[src/rtl/uart_word_sender.sv]
// uart_word_sender: serializes a BYTES-character word onto one UART line, MSB character first
module uart_word_sender #(
  parameter int CLK_FRE     = 100000000,
  parameter int BAUD_RATE   = 115200,
  parameter int DATA_WIDTH  = 8,
  parameter int PARITY_ON   = 0,
  parameter int PARITY_TYPE = 0,
  parameter int BYTES       = 4
) (
  input  logic                          i_clk_sys,
  input  logic                          i_rst,
  input  logic [BYTES*DATA_WIDTH-1:0]   i_data,
  input  logic                          i_start,
  output logic                          o_busy,
  output logic                          o_uart_tx,
  output logic                          o_byte_done,
  output logic                          o_done
);
  localparam int DIV = CLK_FRE / BAUD_RATE;
  localparam int W   = BYTES * DATA_WIDTH;
  localparam int CW  = $clog2(DIV);
  localparam int BW  = $clog2(DATA_WIDTH) + 1;
  localparam int YW  = $clog2(BYTES) + 1;
  typedef enum logic [2:0] {IDLE, START, DATA, PARITY, STOP} state_t;
  state_t                state;
  logic [CW-1:0]         cnt;
  logic [BW-1:0]         bit_idx;
  logic [YW-1:0]         byte_cnt;
  logic [W-1:0]          word;
  logic [DATA_WIDTH-1:0] bits;
  logic [DATA_WIDTH-1:0] chr;
  logic                  par;
  logic                  bit_end;
  assign chr     = word[W-1 -: DATA_WIDTH];
  assign par     = (^chr) ^ (PARITY_TYPE != 0);
  assign bit_end = cnt == CW'(DIV - 1);
  // Outputs are loaded with the value of the state being entered, so they stay registered
  always_ff @(posedge i_clk_sys) begin
    if (i_rst) begin
      state       <= IDLE;
      cnt         <= '0;
      bit_idx     <= '0;
      byte_cnt    <= '0;
      word        <= '0;
      bits        <= '0;
      o_busy      <= 1'b0;
      o_uart_tx   <= 1'b1;
      o_byte_done <= 1'b0;
      o_done      <= 1'b0;
    end else begin
      o_byte_done <= 1'b0;
      o_done      <= 1'b0;
      cnt         <= bit_end ? '0 : cnt + 1'b1;
      case (state)
        IDLE: begin
          cnt       <= '0;
          o_uart_tx <= 1'b1;
          o_busy    <= 1'b0;
          if (i_start) begin
            word      <= i_data;
            byte_cnt  <= '0;
            state     <= START;
            o_uart_tx <= 1'b0;
            o_busy    <= 1'b1;
          end
        end
        START: if (bit_end) begin
          state     <= DATA;
          bit_idx   <= '0;
          o_uart_tx <= chr[0];
          bits      <= chr >> 1;
        end
        DATA: if (bit_end) begin
          if (bit_idx == BW'(DATA_WIDTH - 1)) begin
            state     <= PARITY_ON != 0 ? PARITY : STOP;
            o_uart_tx <= PARITY_ON != 0 ? par : 1'b1;
          end else begin
            bit_idx   <= bit_idx + 1'b1;
            o_uart_tx <= bits[0];
            bits      <= bits >> 1;
          end
        end
        PARITY: if (bit_end) begin
          state     <= STOP;
          o_uart_tx <= 1'b1;
        end
        STOP: begin
          o_byte_done <= cnt == CW'(DIV - 2);
          if (bit_end) begin
            if (byte_cnt < YW'(BYTES - 1)) begin
              byte_cnt  <= byte_cnt + 1'b1;
              word      <= word << DATA_WIDTH;
              state     <= START;
              o_uart_tx <= 1'b0;
            end else begin
              state  <= IDLE;
              o_busy <= 1'b0;
              o_done <= 1'b1;
            end
          end
        end
        default: state <= IDLE;
      endcase
    end
  end
endmodule

[config.mk]
export PLATFORM = sky130hd
export DESIGN_NAME = uart_word_sender
export DESIGN_NICKNAME = d
export VERILOG_FILES = /design/src/rtl/uart_word_sender.sv
export SDC_FILE = /design/constraint.sdc
export NUM_CORES = 1
export LEC_CHECK = 0
export ABC_AREA = 1
export ABC_CLOCK_PERIOD_IN_PS = 1900
export BUFFER_PORTS_ARGS = -buffer_cell sky130_fd_sc_hd__buf_2
export CORE_ASPECT_RATIO = 1.5
export CORE_UTILIZATION = 57
export DETAILED_ROUTE_END_ITERATION = 16
export HOLD_SLACK_MARGIN = 0.02
export PLACE_DENSITY = 0.79
export SETUP_SLACK_MARGIN = 0.2
export SYNTH_ARGS = -nofsm -noshare
export SYNTH_HDL_FRONTEND = slang
export SYNTH_SLANG_ARGS = --single-unit
[constraint.sdc]
create_clock -name i_clk_sys -period 1.9 [get_ports i_clk_sys]
set_input_delay 0.38 -clock i_clk_sys [delete_from_list [all_inputs] [get_ports i_clk_sys]]
set_output_delay 0.38 -clock i_clk_sys [all_outputs]
set_load 0.05 [all_outputs]
==> results.md <==
- Slew Limit Fails: 0
- Crit path DAT: 1780 ps
- Area of the die: 5750 sq um
- GR Overflow Total: 0
- Setup bufs post-CTS: 0
- Design area: 3610 sq um
- Final number of hold-violating endpoints: 0
- Start point of the critical path: cnt[0]$_SDFF_PP0_
- Vias in the first global route: 2,887
- Worst hold margin: 287 ps
- Clk Latency, worst-skew pair: 340 ps
- Number of vias after detailed routing: 2,951
- Effective utilization at floorplan: 59.6%
- Final period util: 82.4%
- Peak per-stage delay on the critical path: 350 ps
- Clk pin slew, worst setup/hold paths: 70 ps
- DRC errors left: 0
- Fraction of final layout cells with drive strength greater than 1: 16.1%
- Area growth from synthesis to layout: 16.5%
- # diodes: 0
- Hold path startpoint: i_data[0]
- Required time at the endpoint of the critical path: 2110 ps
- Wire length of the first global-routing pass: 11,500 um
- # clock sinks: 63
- Number of buffers added by the clock tree synthesis step: 9
- Worst supply voltage drop on vdd: 0.662 mV
- Power density over cell area: 889 nW/um^2
- Clock skew after layout: 6.47 ps
- Via/cell ratio: 5.12
- Row count: 32
- Met3 track utilization from global routing: 5.05%
- Count of endpoints failing setup in the final report: 0
- Headroom to the max-slew limit: 73.3%
- GPL Wtd Cong: 0.843
- Number of inserted filler cells in the final layout: 473
- Highest Clock Rate: 639 MHz
- Setup Total Neg Slack: 0 ps
- Die Span X: 62.2 um
- Tightest Hold Check Type: input port to flip-flop
- FF-to-FF Start: cnt[0]$_SDFF_PP0_
- Overall global routing resource usage: 25.3%
- Setup repair after global routing missed its margin: true
- Number of placed I/O pins: 39
- Clock root buffer: sky130_fd_sc_hd__clkbuf_8
- Kind of start point of the critical path: flip-flop
- Layout Nets: 542
- Most congested layer reported by global routing: met2
- Detailed placement HPWL: 4550 um
- Number of synthesized register bits: 63
- Initial DRT Pass Iterations: 4
- Synthesized area: 3100 sq um
- Sequential area share after synthesis: 40.7%
- Drt wl/cell: 11.5 um
- Global-route track usage on met2: 50.5%
- Highest fanout seen on the critical path: 11
- Starting DRC count in detailed routing: 86
- Dominant cell type by count on the critical path: sky130_fd_sc_hd__nand2_1
- IO buf count: 38
- Element type at the critical path end: flip-flop
- Total wirelength of the detailed-routed design: 6610 um
- CTS tree: done
- Height of the die: 92.3 um
- Global-route met1 utilization: 23.3%
- Status: finished, final reports clean
- Cell with the largest stage delay on the worst path: sky130_fd_sc_hd__dfxtp_2
- Standard cell core area: 5200 sq um
- Number of cells produced by synthesis: 463
- Net count after synthesis: 502
- Least-Margin Pin Slew: 400 ps
- Buffer depth of the longest clock path: 2
- Number of antenna violations at the first check in global routing: 0
- Final Util: 69.4%
- Pin count of the biggest net entering global routing: 25
- Worst path buffer plus inverter count: 1
- Clock H-tree levels: 3
- Critical path class: flip-flop to flip-flop
- Number of different library cells in the post-synthesis netlist: 29
- Kind of cell with the highest combined delay on the critical path: simple AND/OR/NAND/NOR gates
- Synthesis Warnings: 0
- Post-synthesis area per instance: 6.70 sq um
- Cell Chain, Critical Path: ha_2 -> nand2_1 -> nor2_2 -> nand3_2 -> nand2_4 -> nand2_2 -> buf_4 -> nand2_1 -> a21oi_1
- Tmin final: 1570 ps
- Leakage: 1.64 nW
- Remaining antenna violation count: 0
- Placed Instance Area: 3360 sq um
- Max capacitance violation total: 0
[flip-flops by register name, summed over array words and instances, names as in the netlist]
signal,count
o_byte_done,1
o_done,1
cnt,10
bit_idx,4
word,32
bits,7
state,3
o_busy,1
byte_cnt,3
o_uart_tx,1
[placed cells by master, fill, tap and decap left out, drive strengths merged]
master	netlist	final
inv	29	30
o21bai	1	1
clkinv	2	2
ha	4	4
a21oi	29	29
o21ai	15	15
nand3	20	20
nor3	3	3
nor4	1	1
clkbuf	5	13
xor2	1	1
buf	13	47
nand4	3	3
nor3b	2	2
nand3b	26	26
or2	1	1
dfxtp	63	63
nor2	78	78
nand2	167	167
bufinv	0	2
[timing repair]
item,CTS,global route
gates resized for setup,1,10
setup endpoints to repair,4,47
hold buffers,0,0
[stage by stage]
stage	instances	worst slack, ps	total power, mW
final	576	335	3.21
after global routing	576	184	3.36
after CTS	576	207	3.22
after detailed placement	560	184	1.93
after global placement	560	180	1.92
after floorplan	463	444	1.82
[worst min-delay path, delay by kind of cell]
family	cells	cell delay (ps)
AO/OA/AOI/OAI	1	60
buffers and inverters	1	90
AND/OR/NAND/NOR	1	50
[power breakdown]
| part | total [mW] | switching, mW | internal (mW) | leakage (nW) |
|---|---|---|---|---|
| logic | 0.445 | 0.270 | 0.176 | 1.01 |
| clock network | 1.30 | 0.493 | 0.810 | 0.114 |
| registers | 1.47 | 0.0519 | 1.41 | 0.518 |
[synthesized netlist by cell type]
master | count | area share, %
sky130_fd_sc_hd__a21oi_1 | 29 | 4.7
sky130_fd_sc_hd__buf_1 | 2 | 0.24
sky130_fd_sc_hd__buf_2 | 9 | 1.5
sky130_fd_sc_hd__buf_6 | 2 | 0.73
sky130_fd_sc_hd__clkbuf_1 | 5 | 0.61
sky130_fd_sc_hd__clkinv_1 | 1 | 0.12
sky130_fd_sc_hd__clkinv_2 | 1 | 0.16
sky130_fd_sc_hd__dfxtp_1 | 63 | 41
sky130_fd_sc_hd__ha_1 | 4 | 1.6
sky130_fd_sc_hd__inv_1 | 27 | 3.3
sky130_fd_sc_hd__inv_2 | 1 | 0.12
sky130_fd_sc_hd__inv_4 | 1 | 0.20
sky130_fd_sc_hd__nand2_1 | 163 | 20
sky130_fd_sc_hd__nand2_2 | 2 | 0.40
sky130_fd_sc_hd__nand2_4 | 2 | 0.73
sky130_fd_sc_hd__nand3_1 | 19 | 3.1
sky130_fd_sc_hd__nand3_2 | 1 | 0.32
sky130_fd_sc_hd__nand3b_1 | 26 | 6.3
sky130_fd_sc_hd__nand4_1 | 3 | 0.61
sky130_fd_sc_hd__nor2_1 | 74 | 9.0
sky130_fd_sc_hd__nor2_4 | 3 | 1.1
sky130_fd_sc_hd__nor2_8 | 1 | 0.65
sky130_fd_sc_hd__nor3_1 | 3 | 0.48
sky130_fd_sc_hd__nor3b_1 | 2 | 0.48
sky130_fd_sc_hd__nor4_1 | 1 | 0.20
sky130_fd_sc_hd__o21ai_0 | 15 | 2.4
sky130_fd_sc_hd__o21bai_1 | 1 | 0.24
sky130_fd_sc_hd__or2_2 | 1 | 0.20
sky130_fd_sc_hd__xor2_1 | 1 | 0.28
[final timing paths]
check | endpoint | slack [ps] | depth (start not counted)
setup / recovery | word[5]$_SDFFE_PP0P_ | 330 | 9
hold / removal | word[0]$_SDFFE_PP0P_ | 290 | 3
setup reg to reg | word[5]$_SDFFE_PP0P_ | 330 | 9
hold reg to reg | cnt[0]$_SDFF_PP0_ | 440 | 1
[layout make-up]
cell class | count | area [sq um] | area share (%)
Multi-Input combinational cell | 351 | 1640 | 45.5
Tap cell | 68 | 85.1 | 2.36
Inverter | 31 | 124 | 3.43
Clock inverter | 3 | 65.1 | 1.80
Clock buffer | 13 | 159 | 4.40
Sequential cell | 63 | 1260 | 35.0
Timing Repair Buffer | 47 | 270 | 7.48
[metal layers]
metal | up-vias | wire (um) | part of all wire, %
met1 | 1342 | 2710 | 41
met3 | 19 | 180 | 2.7
li1 | 1541 | - | -
met5 | - | 0 | 0
met4 | 0 | 178 | 2.7
met2 | 49 | 3550 | 54
[logic make-up (layout without fill, tap and decap cells)]
group / Yosys count / after routing / share of synthesized area [%]
compound gates: 45 / 45 / 7.34
xor+xnor: 1 / 1 / 0.282
fa+ha+maj: 4 / 4 / 1.61
buf+inv: 49 / 94 / 6.90
flops: 63 / 63 / 40.7
simple gates: 301 / 301 / 43.2
Note: power is estimated with default switching activity, not from simulation.
